### src/rtl/gpio_bus_master.sv
`default_nettype none
// ============================================================================
//  Module   : gpio_bus_master
//  Purpose  : Initiator for the byte-wide GPIO/memory bus. Accepts byte or
//             16-bit little-endian word commands on a valid/ready channel,
//             issues them as single-byte bus accesses, and returns read data
//             and completion status on a response channel.
//  Ports    : clk, reset (async, active-high)
//             req_*  : command channel (valid/ready, write, word, addr, wdata)
//             rsp_*  : response channel (valid/ready, rdata, err)
//             bus_*  : responder side (address, rw_select, wdata, rdata)
//  Options  : GPIO_BUS_MASTER_RO_GUARD_EN - suppress writes to the read-only
//             input bytes 503..505 and flag them on rsp_err_o.
//  Revision : 1.0 - initial release
// ============================================================================
module gpio_bus_master #(
   parameter int ADDR_W    = 9,
   parameter int DATA_W    = 8,
   parameter int READ_WAIT = 0
) (
   input  logic                clk,
   input  logic                reset,
   input  logic                req_valid_i,
   output logic                req_ready_o,
   input  logic                req_write_i,
   input  logic                req_word_i,
   input  logic [ADDR_W-1:0]   req_addr_i,
   input  logic [2*DATA_W-1:0] req_wdata_i,
   output logic                rsp_valid_o,
   input  logic                rsp_ready_i,
   output logic [2*DATA_W-1:0] rsp_rdata_o,
   output logic                rsp_err_o,
   output logic [ADDR_W-1:0]   bus_address_o,
   output logic                bus_rw_select_o,
   output logic [DATA_W-1:0]   bus_wdata_o,
   input  logic [DATA_W-1:0]   bus_rdata_i
);

   typedef enum logic [1:0] {
      S_IDLE = 2'd0,
      S_LO   = 2'd1,
      S_HI   = 2'd2,
      S_RSP  = 2'd3
   } state_t;

   localparam logic [2:0] WAIT_LAST = 3'(READ_WAIT);

   state_t                state_q;
   logic                  req_ready_q;
   logic                  rsp_valid_q;
   logic [ADDR_W-1:0]     bus_address_q;
   logic [DATA_W-1:0]     bus_wdata_q;
   logic                  bus_rw_q;
   logic                  write_q;
   logic                  word_q;
   logic [ADDR_W-1:0]     addr_q;
   logic [2*DATA_W-1:0]   wdata_q;
   logic [2*DATA_W-1:0]   rdata_q;
   logic                  err_q;
   logic [2:0]            wait_q;

   // Second byte address; natural wrap modulo 2**ADDR_W.
   logic [ADDR_W-1:0]     addr_hi_d;
   logic                  prot_lo_d;
   logic                  prot_hi_d;
   // Byte phase finishes this cycle: writes take one cycle, reads hold
   // the address for READ_WAIT+1 cycles.
   logic                  phase_done_d;

   assign addr_hi_d    = addr_q + ADDR_W'(1);
   assign phase_done_d = write_q || (wait_q == WAIT_LAST);

`ifdef GPIO_BUS_MASTER_RO_GUARD_EN
   // Bytes 503..505 are the button/switch inputs and must never be written.
   assign prot_lo_d = (req_addr_i == ADDR_W'(503)) || (req_addr_i == ADDR_W'(504)) ||
                      (req_addr_i == ADDR_W'(505));
   assign prot_hi_d = (addr_hi_d == ADDR_W'(503)) || (addr_hi_d == ADDR_W'(504)) ||
                      (addr_hi_d == ADDR_W'(505));
`else
   assign prot_lo_d = 1'b0;
   assign prot_hi_d = 1'b0;
`endif

   always_ff @(posedge clk or posedge reset) begin
      if (reset) begin
         state_q       <= S_IDLE;
         req_ready_q   <= 1'b1;
         rsp_valid_q   <= 1'b0;
         bus_address_q <= '0;
         bus_wdata_q   <= '0;
         bus_rw_q      <= 1'b0;
         write_q       <= 1'b0;
         word_q        <= 1'b0;
         addr_q        <= '0;
         wdata_q       <= '0;
         rdata_q       <= '0;
         err_q         <= 1'b0;
         wait_q        <= '0;
      end else begin
         case (state_q)
            S_IDLE: begin
               if (req_valid_i) begin
                  write_q       <= req_write_i;
                  word_q        <= req_word_i;
                  addr_q        <= req_addr_i;
                  wdata_q       <= req_wdata_i;
                  rdata_q       <= '0;
                  err_q         <= req_write_i & prot_lo_d;
                  wait_q        <= '0;
                  bus_address_q <= req_addr_i;
                  bus_wdata_q   <= req_wdata_i[DATA_W-1:0];
                  bus_rw_q      <= req_write_i & ~prot_lo_d;
                  req_ready_q   <= 1'b0;
                  state_q       <= S_LO;
               end
            end
            S_LO: begin
               if (phase_done_d) begin
                  if (!write_q) rdata_q[DATA_W-1:0] <= bus_rdata_i;
                  wait_q <= '0;
                  if (word_q) begin
                     bus_address_q <= addr_hi_d;
                     bus_wdata_q   <= wdata_q[2*DATA_W-1:DATA_W];
                     bus_rw_q      <= write_q & ~prot_hi_d;
                     err_q         <= err_q | (write_q & prot_hi_d);
                     state_q       <= S_HI;
                  end else begin
                     bus_address_q <= '0;
                     bus_wdata_q   <= '0;
                     bus_rw_q      <= 1'b0;
                     rsp_valid_q   <= 1'b1;
                     state_q       <= S_RSP;
                  end
               end else begin
                  wait_q <= wait_q + 3'd1;
               end
            end
            S_HI: begin
               if (phase_done_d) begin
                  if (!write_q) rdata_q[2*DATA_W-1:DATA_W] <= bus_rdata_i;
                  wait_q        <= '0;
                  bus_address_q <= '0;
                  bus_wdata_q   <= '0;
                  bus_rw_q      <= 1'b0;
                  rsp_valid_q   <= 1'b1;
                  state_q       <= S_RSP;
               end else begin
                  wait_q <= wait_q + 3'd1;
               end
            end
            S_RSP: begin
               if (rsp_ready_i) begin
                  rsp_valid_q <= 1'b0;
                  req_ready_q <= 1'b1;
                  state_q     <= S_IDLE;
               end
            end
            default: begin
               state_q     <= S_IDLE;
               req_ready_q <= 1'b1;
               rsp_valid_q <= 1'b0;
               bus_rw_q    <= 1'b0;
            end
         endcase
      end
   end

   assign req_ready_o     = req_ready_q;
   assign rsp_valid_o     = rsp_valid_q;
   assign rsp_rdata_o     = rdata_q;
   assign rsp_err_o       = err_q;
   assign bus_address_o   = bus_address_q;
   assign bus_wdata_o     = bus_wdata_q;
   assign bus_rw_select_o = bus_rw_q;

endmodule
`default_nettype wire

### config.mk
export PLATFORM = sky130hd
export DESIGN_NAME = gpio_bus_master
export DESIGN_NICKNAME = d
export VERILOG_FILES = /design/src/rtl/gpio_bus_master.sv
export SDC_FILE = /design/constraint.sdc
export NUM_CORES = 1
export LEC_CHECK = 0
export ABC_AREA = 1
export BUFFER_PORTS_ARGS = -buffer_cell sky130_fd_sc_hd__clkbuf_2
export CAP_MARGIN = 20
export CORE_UTILIZATION = 47
export CTS_CLUSTER_SIZE = 30
export DETAILED_ROUTE_END_ITERATION = 7
export GPL_TIMING_DRIVEN = 1
export PLACE_DENSITY_LB_ADDON = 0.12
export SETUP_SLACK_MARGIN = 0.05
export SLEW_MARGIN = 20
export SYNTH_ARGS = -nofsm -noshare
export SYNTH_HDL_FRONTEND = slang
export SYNTH_SLANG_ARGS = --single-unit
### constraint.sdc
create_clock -name clk -period 1.85 [get_ports clk]
set_input_delay 0.37 -clock clk [delete_from_list [all_inputs] [get_ports clk]]
set_output_delay 0.37 -clock clk [all_outputs]
set_load 0.02 [all_outputs]
* After elaboration in Yosys (flattened, before gate mapping)
Index checks and enable logic that the tools add are counted.
** Operators by class
- Reduce and logical (&&, ||, !) cells :: 18
- Multiplexer cells :: 37
- Equal/unequal tests :: 10
- $add $sub $neg :: 2
** Operators by type and width (count)
- $mux 8 :: 6
- $mux 9 :: 4
- $pmux 8 s2 :: 2
- $pmux 9 s3 :: 1
- $pmux 8 s3 :: 1
- $mux 16 :: 1
- $reduce_and 4->1 :: 4
- $ne 2x2->1 const B :: 7
- $mux 1 :: 11
- $add 9x1->9 const B :: 1
- $mux 2 :: 4
- $pmux 2 s4 :: 1
- $reduce_bool 2->1 :: 4
- $mux 3 :: 2
- $pmux 1 s3 :: 2
- $pmux 3 s2 :: 1
- $reduce_bool 3->1 :: 2
- $reduce_and 5->1 :: 1
- $eq 2x2->1 const B :: 2
- $reduce_and 2->1 :: 2
- $add 3x1->3 const B :: 1
- $logic_not 3->1 :: 1
- $reduce_and 3->1 :: 1
- $eq 2x1->1 const B :: 1
- 4 further kinds :: 4
** Word-level totals
- Register bits :: 68
- Input port bits :: 39

* Logic depth before layout (Yosys ltp)
Gate-level depths: netlist (run 1).
- Word-level depth :: 4
- Gate-level depth with buffers :: 11

* Worst setup path before layout (run 1)
Ideal clock, no wire load.
- Kind :: register to register
- Start :: register state_q[0]
- End :: register wdata_q[15]
- Data required time :: 1725 ps
- Arrival time :: 1478 ps
- Cell stages (with the launch flop) :: 7
- Setup slack :: 247 ps
- Library setup time :: 125 ps
- Cell sequence :: dfrtp_1 > inv_1 > ha_1 > buf_6 > nand2_2 > buf_2 > mux2_2
** Between the ends
- Longest elaborated chain between the ends :: 2
** Ends and longest elaborated chain
- from (decl) :: RTL line 48 : state_t state_q;
- from (signal assigned) :: RTL line 86 : state_q <= S_IDLE;
- from (signal assigned) :: RTL line 114 : state_q <= S_LO;
- from (signal assigned) :: RTL line 126 : state_q <= S_HI;
- $logic_not 2->1 :: RTL line 100 : case (state_q)
- $reduce_and 2->1 (no line)
- to (signal assigned) :: RTL line 106 : wdata_q <= req_wdata_i;
- to (decl) :: RTL line 57 : logic [2*DATA_W-1:0] wdata_q;
No other way between the ends.
A chain may end at the register's enable or synchronous reset.

* Worst setup path after layout (run 1)
- Start :: register state_q[0]
- End :: register bus_wdata_q[7] (netlist: bus_wdata_o[7])
** Between the ends
- Longest elaborated chain between the ends :: 3
** Ends and longest elaborated chain
- $eq 2x1->1 (tied with other cells) :: RTL line 100
- $ne 2x2->1 (no line) / $reduce_bool 3->1 (equally long branches)
- $reduce_and 4->1 (no line)
- to (signal assigned) :: RTL line 111 : bus_wdata_q <= req_wdata_i[DATA_W-1:0];
- to (signal assigned) :: RTL line 123 : bus_wdata_q <= wdata_q[2*DATA_W-1:DATA_W];
- to (decl) :: RTL line 52 : logic [DATA_W-1:0] bus_wdata_q;
Several ways; a longest one is shown, not always the timed one.

==> parameters.txt, run 1 <==
Parameter                              Value

Synthesis
  Top post-synthesis cells by area    dfrtp_1 52%, nand2_1 11%, o21ai_0 5.6%, mux2_2 3.9%, ha_1 3.5%
  Number of distinct library cells after synthesis    28
  Synthesized net count    370
  Number of instances in the synthesized netlist    323
  Number of synthesized register bits    60
  Combined area of all synthesized cells    2860 sq um
  Synth warn    0
  Share of the synthesized area in the top cell type    51.6%
  Seq/Total Area, Yosys    52.5%
  Mean area per synthesized cell    8.86 sq um
  Post-synth top area cell    dfrtp_1

Worst setup path
  Register-to-register path setup slack    0.24 ns
  Arrival time of the worst setup path    1.83 ns
  Class of the most critical setup path    flop to flop
  Slowest Stage Delay on Critical Path    0.41 ns
  Required time of the critical path    2.07 ns
  Cell with the largest stage delay on the worst path    dfrtp_1
  Biggest fanout along the worst timing path    17
  Startpoint class of the critical path    flop
  Critical-path cell list    inv_1, ha_1, nand2_2, inv_2, nor2_2, nand2_4, buf_4, nand2_1, o21ai_0
  Number of cells on the worst reg-to-reg path    9
  Worst reg2reg path endpoint    bus_wdata_o[7]
  Launch point of the worst reg-to-reg path    state_q[0]
  Element type at the critical path end    flop

Die
  Count of standard-cell rows    28
  Core Box Area    5890 sq um
  Die outline area    6400 sq um
  Initial core utilization    48.6%
  Die span in x    80.0 microns
  Die Height    80.0 microns
  IO Count    76

STA
  Post-route fraction of the period consumed by the critical path    87.2%
  RSZ-0062 raised after global routing    no
  Post-Route Skew    0.00742 ns
  Fmax    620 MHz
  Slew of the pin with the lowest slew margin    0.523 ns
  Final-report max-slew violation count    0
  Worst relative slew slack    65.1%
  # setup viols final    0
  Final hold violations    0
  Sum of negative setup slack    0 ns
  Final critical-path required period    1.61 ns

Routing
  Detailed Routing Iterations Pass 1    6
  Routed len/inst    12.9 microns
  Post-detailed-route via-to-cell ratio    4.88
  Vias post-DR    2376
  Final routed DRC violation total    0
  Number of nets with antenna violations after detailed routing    0
  DRT Wirelength    6.27 mm
  Number of DRC markers in iteration 0    113

Place
  DPL Wire Length    4.60 mm
  Placed Cells incl. Taps    471
  Number of port buffers    74
  RD Place Congestion    0.841

Layout
  Diode insertion count for antenna repair    0
  Leading cell types in the layout, fill and taps excluded    86 x nand2_1, 74 x clkbuf_2, 58 x dfrtp_1
  Share of post-route cells with drive strength above 1    30.3%
  Most common library cell in the layout ignoring fill and taps    nand2_1
  Total of fill cells in the finished design    552
  Area growth from synthesis to final layout    24.4%
  Total number of nets in the final design    454
  Count of placed standard cells in the final layout, fillers left out    487

Global route
  Number of antenna violations at the first check in global routing    0
  Vias in the first global route    2267
  Total congestion overflow after global routing    0
  First-pass GRT wire length    10.6 mm
  Maximum number of pins on one net before global-route repair    40
  Global-route usage over all layers    22.3%

CTS
  H-tree levels    3
  Root buffer selected by CTS    clkbuf_8
  Number of buffers inserted during clock tree synthesis    9
  CTS tree    done
  Clock transition at path regs    0.07 ns
  Worst-Skew Late Latency    0.34 ns
  Clock Tree Buf Depth    2
  Post CTS Setup Buffer Count    0
  CTS sink cnt    60
  Hold buffers post-CTS    0

Outcome
  Status    finished clean

Power
  Static leakage    1.83 nW
  Power density over the cells    1860 nW/um^2
  IR drop worst, VDD    0.939 mV

Job
  Number of max-cap violations    0

Min path
  Worst min path class    input port to asynchronous set/reset pin
Yosys cell counts:
library cell,instances
clkbuf_1,1
inv_2,3
nand2_4,1
inv_1,25
a22o_1,1
nand2_2,2
nand2_1,87
nor2_1,25
dfrtp_1,59
ha_1,8
buf_2,6
a21oi_1,15
nor2_8,1
o211ai_2,1
nor2_2,1
mux2_2,10
dfstp_2,1
buf_4,3
or2_2,1
o21bai_1,1
o21ai_0,32
nand3_1,16
a22oi_1,11
o21ai_1,6
buf_6,3
o22ai_1,1
conb_1,1
o211ai_1,1
worst max path at each step:
stage                     from                to  slack [ns]  cells after the start
floorplan           state_q[0]       wdata_q[15]        0.25                      6
global placement    state_q[0]    bus_wdata_o[7]        0.19                      8
detailed placement  state_q[0]    bus_wdata_o[7]        0.12                      8
CTS                 state_q[1]  bus_address_o[0]        0.11                      9
global route        state_q[1]    bus_wdata_o[3]        0.07                      9
finish              state_q[0]    bus_wdata_o[7]        0.24                      9
critical path, delay by kind of cell (launching register included):
kind	cells	cell delay (ns)
AOI/OAI and AO/OA	1	0.07
adders and majority gates	1	0.25
buffers and inverters	3	0.36
DFF	1	0.41
and+or+nand+nor	4	0.41
cell type report:
class	count	area, sq um	share of cell area (%)
Clock inverter	4	47.5	1.34
Sequential cell	60	1500	42.2
Timing Repair Buffer	86	480	13.5
Inverter	28	109	3.06
Clock buffer	12	155	4.36
Tap cell	75	93.8	2.64
Multi-Input combinational cell	222	1170	32.9
logic make-up (layout without fill, tap and decap cells):
| logic type | Yosys count | count (layout) | share of synthesized area [%] |
|---|---|---|---|
| AOI/OAI and AO/OA | 69 | 69 | 13.6 |
| adders and majority gates | 8 | 8 | 3.50 |
| buffers and inverters | 41 | 130 | 6.82 |
| DFF | 60 | 60 | 52.5 |
| muxes | 10 | 10 | 3.94 |
| other | 1 | 1 | 0.131 |
| and+or+nand+nor | 134 | 134 | 19.5 |
what timing repair did:
item	4_1_cts	5_1_grt
gates resized for setup	0	6
hold endpoints to repair	0	0
setup endpoints to repair	0	18
per-layer routing:
layer | part of all wire [%] | vias up | routed length, microns | global-route usage, %
li1 | - | 1226 | - | -
met5 | 0 | - | 0 | 0
met4 | 1.3 | 0 | 83 | 9.11
met1 | 46 | 1079 | 2870 | 29.0
met3 | 6.5 | 8 | 405 | 6.51
met2 | 46 | 63 | 2900 | 34.7
sequential cells by signal (all words and copies together), names as in the netlist:
| signal | cells |
|---|---|
| addr_q | 9 |
| bus_address_o | 9 |
| bus_rw_select_o | 1 |
| bus_wdata_o | 8 |
| req_ready_o | 1 |
| rsp_rdata_o | 16 |
| rsp_valid_o | 1 |
| state_q | 2 |
| wait_q | 3 |
| wdata_q | 8 |
| word_q | 1 |
| write_q | 1 |
per-stage QoR:
step | utilization, % | setup slack (ns) | power (mW) | instance area, sq um | hold slack (ns)
2_1_floorplan | - | 0.247 | 4.48 | 2870 | 0.475
5_1_grt | 60.5 | 0.0694 | 7.20 | 3560 | 0.0828
6_report | 60.5 | 0.238 | 6.62 | 3560 | 0.0521
3_5_place_dp | 56.8 | 0.120 | 5.41 | 3340 | 0.432
4_1_cts | 60.2 | 0.107 | 6.64 | 3540 | 0.0583
3_3_place_gp | 56.8 | 0.189 | 5.34 | 3340 | 0.422
power by group:
part / leakage (nW) / internal, mW / switching [mW] / total (mW)
Sequential: 0.755 / 1.89 / 0.374 / 2.26
Clock: 0.102 / 0.691 / 0.520 / 1.21
Combinational: 0.977 / 1.18 / 1.97 / 3.15
Power figures use the tool's default switching activity.
==> inputs of run 2 (changes only) <==
Settings changed: ABC_AREA 1 to default.
==> parameters.txt, run 2 <==
Parameter                              Value

Outcome
  Status    finished clean

STA
  Fmax    562 MHz (-9.3%)
  Slew of the pin with the lowest slew margin    0.493 ns (-0.0302 ns)
  Worst relative slew slack    66.6% (+1.6 points)
  Final hold violations    0 (unchanged)
  # setup viols final    0 (unchanged)
  Post-route fraction of the period consumed by the critical path    96.1% (+9.0 points)
  Sum of negative setup slack    0 ns (unchanged)
  RSZ-0062 raised after global routing    yes
  Final-report max-slew violation count    0 (unchanged)
  Post-Route Skew    0.00883 ns (+0.00141 ns)
  Final critical-path required period    1.78 ns (+0.166 ns)

Synthesis
  List of most frequent post-synthesis cells    59 x dfrtp_1, 54 x nand2_1, 30 x o21ai_1
  Share of the synthesized area in the top cell type    52.5% (+0.90 points)
  Number of synthesized register bits    60 (unchanged)
  Dominant synthesized flop cell    dfrtp_1
  Synthesized net count    313 (-15%)
  Asr flop ratio synth    100% (unchanged)
  Seq/Total Area, Yosys    53.4% (+0.91 points)
  Mean area per synthesized cell    10.6 sq um (+19%)
  Most frequent cell after synthesis    dfrtp_1
  Post-synth top area cell    dfrtp_1
  Count of flip-flops with a built-in enable after synthesis    0 (unchanged)
  Number of instances in the synthesized netlist    266 (-18%)
  Top post-synthesis cells by area    dfrtp_1 52%, nand2_1 7.2%, o21ai_1 5.3%, mux2_1 4.8%, ha_1 3.6%
  Combined area of all synthesized cells    2810 sq um (-1.7%)
  Number of distinct library cells after synthesis    40 (+43%)
  Synth warn    0 (unchanged)

Power
  Power density over the cells    1800 nW/um^2 (-3.1%)
  Static leakage    1.70 nW (-7.0%)
  IR drop worst, VDD    0.807 mV (-14%)

Place
  DPL Wire Length    4.10 mm (-11%)
  RD Place Congestion    0.820 (-2.5%)
  Placed Cells incl. Taps    411 (-13%)
  Number of port buffers    74 (unchanged)

Global route
  Vias in the first global route    2218 (-2.2%)
  Number of antenna violations at the first check in global routing    0 (unchanged)
  Maximum number of pins on one net before global-route repair    61 (+53%)
  First-pass GRT wire length    10.1 mm (-4.9%)
  Total congestion overflow after global routing    0 (unchanged)
  Global-route usage over all layers    21.0% (-1.2 points)

Layout
  Number of flip-flops under the largest register name    16 (unchanged)
  Total of fill cells in the finished design    476 (-14%)
  Diode insertion count for antenna repair    0 (unchanged)
  Count of placed standard cells in the final layout, fillers left out    427 (-12%)
  Leading cell types in the layout, fill and taps excluded    74 x clkbuf_2, 59 x dfrtp_1, 54 x nand2_1
  Total number of nets in the final design    398 (-12%)
  Share of post-route cells with drive strength above 1    35.2% (+4.9 points)
  Most common library cell in the layout ignoring fill and taps    clkbuf_2
  Area growth from synthesis to final layout    26.9%

Routing
  Number of nets with antenna violations after detailed routing    0 (unchanged)
  DRT Wirelength    5.82 mm (-7.1%)
  Routed len/inst    13.6 microns (+5.9%)
  Post-detailed-route via-to-cell ratio    5.17 (+6.0%)
  Final routed DRC violation total    0 (unchanged)
  Detailed Routing Iterations Pass 1    4 (-2)
  Vias post-DR    2208 (-7.1%)
  Number of DRC markers in iteration 0    93 (-18%)

CTS
  CTS sink cnt    60 (unchanged)
  Clock transition at path regs    0.07 ns (about the same)
  H-tree levels    3 (unchanged)
  Clock Tree Buf Depth    2 (unchanged)
  Worst-Skew Late Latency    0.33 ns (about the same)
  CTS tree    done
  Root buffer selected by CTS    clkbuf_8
  Hold buffers post-CTS    0 (unchanged)
  Number of buffers inserted during clock tree synthesis    9 (unchanged)

Min path
  Worst min path class    input port to asynchronous set/reset pin

Worst setup path
  Element type at the critical path end    flop
  Slowest Stage Delay on Critical Path    0.41 ns (about the same)
  Required time of the critical path    2.11 ns (+0.04 ns)
  Class of the most critical setup path    flop to flop
  Number of cells on the worst reg-to-reg path    6 (-3)
  CP delay by family, top    simple AND/OR/NAND/NOR gates
  Critical-path cell list    inv_2, ha_2, inv_2, or3_4, or3_4, o21ai_1
  Bufs and invs on worst path    2 (-1)
  Startpoint class of the critical path    flop
  Arrival time of the worst setup path    2.03 ns (+0.20 ns)
  Cell with the largest stage delay on the worst path    dfrtp_1
  Biggest fanout along the worst timing path    3 (-14)
  Critical path depth in cells    6 (-3)

Die
  Die outline area    6300 sq um (-1.7%)
  Core Box Area    5640 sq um (-4.1%)
  IO Count    76 (unchanged)
  Die span in x    79.4 microns (-0.83%)
  Count of standard-cell rows    27 (-3.6%)
  Die Height    79.4 microns (-0.83%)
  Initial core utilization    49.9% (+1.2 points)

Job
  Number of max-cap violations    0 (unchanged)
run 2: changes by cell type in the layout (fill, tap and decap cells not counted), moves of 13 or more:
| cell | change |
|---|---|
| nand2_1 | -32 |
| o21ai_0 | -26 |
| o21ai_1 | +23 |
| nor2_1 | -21 |
| inv_1 | -18 |
| nand3_1 | -13 |
run 2: report_power, final:
part | total [mW] | internal, mW | switching, mW
sequential | 2.25 | 1.87 | 0.378
clock | 1.13 | 0.643 | 0.490
combinational | 3.05 | 1.27 | 1.78
total | 6.43 | 3.79 | 2.65
run 2: cells by family after synthesis:
group | Yosys count | synth area share [%]
xor gates and xnor gates | 7 | 2.18
DFF | 60 | 53.4
AOI/OAI and AO/OA | 65 | 15.1
other | 1 | 0.133
and+or+nand+nor | 84 | 14.1
buffers and inverters | 21 | 3.47
muxes | 20 | 8.01
adders and majority gates | 8 | 3.56
run 2: final timing paths:
path / to / slack [ns] / from
max: wait_q[0] / 0.07 / state_q[0]
max reg2reg: wait_q[0] / 0.07 / state_q[0]
max in group asynchronous: req_ready_o / 1.46 / reset
min: wdata_q[15] / 0.10 / reset
min reg2reg: rsp_rdata_o[1] / 0.48 / rsp_rdata_o[1]
min in group clk: wdata_q[11] / 0.24 / req_wdata_i[11]
run 2: metrics by stage:
| stage | setup WS, ns | instance area, sq um | power, mW | hold WS [ns] | utilization (%) |
|---|---|---|---|---|---|
| detailed placement | 0.0382 | 3320 | 5.24 | 0.469 | 58.9 |
| floorplan | 0.122 | 2820 | 4.33 | 0.465 | - |
| finish | 0.0719 | 3570 | 6.43 | 0.105 | 63.3 |
| CTS | 0.0340 | 3510 | 6.42 | 0.104 | 62.3 |
| global route | 0.0119 | 3570 | 6.98 | 0.128 | 63.3 |
| global placement | 0.0948 | 3320 | 5.17 | 0.467 | 58.9 |
run 2: layout make-up:
cell class / instances / area (sq um) / share of cell area [%]
timing repair buffer: 86 / 500 / 14.0
clock inverter: 5 / 52.6 / 1.47
tap: 72 / 90.1 / 2.52
sequential: 60 / 1500 / 42.1
multi-input combinational: 185 / 1250 / 35.0
clock buffer: 10 / 138 / 3.86
inverter: 9 / 37.5 / 1.05
run 2: worst reg2reg max path, stage by stage (launching register included):
cell     delay, ns
dfrtp_1       0.41
inv_2         0.06
ha_2          0.34
inv_2         0.04
or3_4         0.38
or3_4         0.35
o21ai_1       0.13
run 2: what timing repair did:
| item | in CTS | in global routing |
|---|---|---|
| buffers inserted | 0 | 1 |
| setup endpoints to repair | 6 | 22 |
| pin swaps | 0 | 2 |
| gates resized for setup | 1 | 13 |
run 2: layer usage:
layer / global-route usage, % / vias up / routed length, microns
met4: 8.73 / 0 / 81
li1: - / 1090 / -
met2: 32.4 / 62 / 2660
met3: 5.40 / 9 / 294
met1: 28.1 / 1047 / 2780
met5: 0 / - / 0
==> inputs of run 3 (changes only) <==
Settings changed: CORE_UTILIZATION 47 to 52.
Clock period 1.85 ns to 2 ns, I/O delays scaled along.
==> parameters.txt, run 3 (same netlist as run 2, synthesis figures left out) <==
Parameter                              Value

CTS
  Number of buffers inserted during clock tree synthesis    9 (unchanged)
  CTS tree    done
  Root buffer selected by CTS    clkbuf_8
  Worst-Skew Late Latency    0.33 ns (about the same)
  Hold buffers post-CTS    0 (unchanged)
  CTS sink cnt    60 (unchanged)
  Clock Tree Buf Depth    2 (unchanged)
  Clock transition at path regs    0.07 ns (about the same)
  H-tree levels    3 (unchanged)

Worst setup path
  Startpoint class of the critical path    flop
  Launch point of the worst reg-to-reg path    state_q[1]
  Worst reg2reg path endpoint    wait_q[0]
  Element type at the critical path end    flop
  Required time of the critical path    2.25 ns (+0.14 ns)
  Class of the most critical setup path    flop to flop
  Biggest fanout along the worst timing path    6 (+3)
  Number of cells on the worst reg-to-reg path    6 (unchanged)
  Arrival time of the worst setup path    2.06 ns (+0.03 ns)
  Register-to-register path setup slack    0.20 ns (+0.13 ns)

Routing
  Final routed DRC violation total    0 (unchanged)
  Highest metal layer with signal wires    met4
  Post-detailed-route via-to-cell ratio    5.07 (-1.9%)
  Vias post-DR    2160 (-2.2%)
  Routed len/inst    13.0 microns (-5.0%)
  Routed length on met1    2.68 mm (-3.7%)
  Routed length on met2    2.46 mm (-7.8%)
  Number of DRC markers in iteration 0    82 (-12%)
  Routed met3 length    305 microns (+3.7%)
  DRT Wirelength    5.52 mm (-5.2%)
  Detailed Routing Iterations Pass 1    4 (unchanged)
  Number of nets with antenna violations after detailed routing    0 (unchanged)

Global route
  First-pass GRT wire length    8.64 mm (-14%)
  Total congestion overflow after global routing    0 (unchanged)
  Global-route usage over all layers    20.8% (-0.29 points)
  Vias in the first global route    1849 (-17%)
  Number of antenna violations at the first check in global routing    0 (unchanged)
  Maximum number of pins on one net before global-route repair    61 (unchanged)

STA
  Final hold violations    0 (unchanged)
  Final critical-path required period    1.80 ns (+0.0250 ns)
  # setup viols final    0 (unchanged)
  Post-route fraction of the period consumed by the critical path    90.2% (-6.0 points)
  RSZ-0062 raised after global routing    no
  Fmax    555 MHz (-1.4%)
  Post-Route Skew    0.00447 ns (-0.00437 ns)
  Slew of the pin with the lowest slew margin    0.498 ns (+0.00521 ns)
  Worst relative slew slack    66.3% (-0.35 points)
  Final-report max-slew violation count    0 (unchanged)
  Sum of negative setup slack    0 ns (unchanged)

Job
  Number of max-cap violations    0 (unchanged)

Die
  IO Count    76 (unchanged)
  Die outline area    5710 sq um (-9.4%)
  Die span in x    75.5 microns (-4.8%)
  Count of standard-cell rows    26 (-3.7%)
  Core Box Area    5170 sq um (-8.3%)
  Initial core utilization    54.4% (+4.5 points)
  Die Height    75.5 microns (-4.8%)

Outcome
  Status    finished clean

Place
  DPL Wire Length    4.07 mm (-0.78%)
  Placed Cells incl. Taps    409 (-0.49%)
  Number of port buffers    74 (unchanged)
  RD Place Congestion    0.765 (-6.8%)

Layout
  Diode insertion count for antenna repair    0 (unchanged)
  Multi-input gate area    1210 sq um (-2.9%)
  Count of placed standard cells in the final layout, fillers left out    426 (-0.23%)
  Area growth from synthesis to final layout    24.4%
  Share of post-route cells with drive strength above 1    33.7% (-1.5 points)
  Total number of nets in the final design    398 (unchanged)
  Area taken by flip-flops and latches    1510 sq um (+0.17%)
  Total of fill cells in the finished design    431 (-9.5%)
  Number of flip-flops under the largest register name    16 (unchanged)
  Leading cell types in the layout, fill and taps excluded    74 x clkbuf_2, 57 x dfrtp_1, 54 x nand2_1
  Most common library cell in the layout ignoring fill and taps    clkbuf_2

Power
  Final total power    5.78 mW (-10%)
  Static leakage    1.68 nW (-1.5%)
  IR drop worst, VDD    0.938 mV (+16%)
  Power density over the cells    1650 nW/um^2 (-8.4%)

Min path
  Worst min path class    input port to asynchronous set/reset pin
run 3: cell types whose count changed in the layout (fill, tap and decap cells not counted), moves of 2 or more:
| cell | change |
|---|---|
| dfrtp_2 | +2 |
| or3_1 | +2 |
| or3_4 | -2 |
| ha_1 | +3 |
| buf_4 | +4 |
| ha_2 | -3 |
| buf_6 | -2 |
| clkbuf_8 | +2 |
| dfrtp_1 | -2 |
run 3: what timing repair did:
item	in CTS	in global routing
endpoints found under the setup margin	0	4
setup buffers	0	1
endpoints found under the hold margin	0	0
resized for setup	0	2
run 3: area by class of cell:
| cell class | instances | area share, % |
|---|---|---|
| clock buffer | 12 | 4.72 |
| clock inverter | 4 | 0.644 |
| inverter | 9 | 0.965 |
| multi-input combinational | 185 | 34.6 |
| sequential | 60 | 43.0 |
| tap | 70 | 2.50 |
| timing repair buffer | 86 | 13.5 |
run 3: worst max path at each step:
stage,from,to,cells past startpoint
after floorplan,reset,addr_q[0],1
after global placement,state_q[0],wait_q[0],6
after detailed placement,state_q[0],wait_q[0],6
after CTS,state_q[0],wait_q[0],6
after global routing,state_q[1],wait_q[0],6
final,state_q[1],wait_q[0],6
run 3: through the flow:
| step | util [%] | hold WS, ns | cell area [sq um] | setup WS (ns) |
|---|---|---|---|---|
| 6_report | 67.7 | 0.106 | 3500 | 0.197 |
| 3_3_place_gp | 63.8 | 0.465 | 3300 | 0.184 |
| 3_5_place_dp | 63.8 | 0.469 | 3300 | 0.148 |
| 2_1_floorplan | - | 0.465 | 2810 | 0.117 |
| 5_1_grt | 67.7 | 0.144 | 3500 | 0.0624 |
| 4_1_cts | 67.5 | 0.112 | 3490 | 0.144 |
run 3: per-layer routing:
metal  GRT usage (%)  up-vias
met1            29.8      988
met2            29.8       73
li1                -     1093
met5               0        -
met3            3.97        6
met4            11.1        0
run 3: where the power goes:
part / switching [mW] / internal, mW / total, mW / leakage [nW]
sequential: 0.353 / 1.74 / 2.09 / 0.757
clock: 0.458 / 0.544 / 1.00 / 0.0982
combinational: 1.58 / 1.10 / 2.69 / 0.825
run 3: critical path: stages, from the launching register on:
cell and delay [ns]:
dfrtp_2 0.41, inv_1 0.08, ha_1 0.32, inv_2 0.04, or3_1 0.38, or3_1 0.34, o21ai_1 0.15
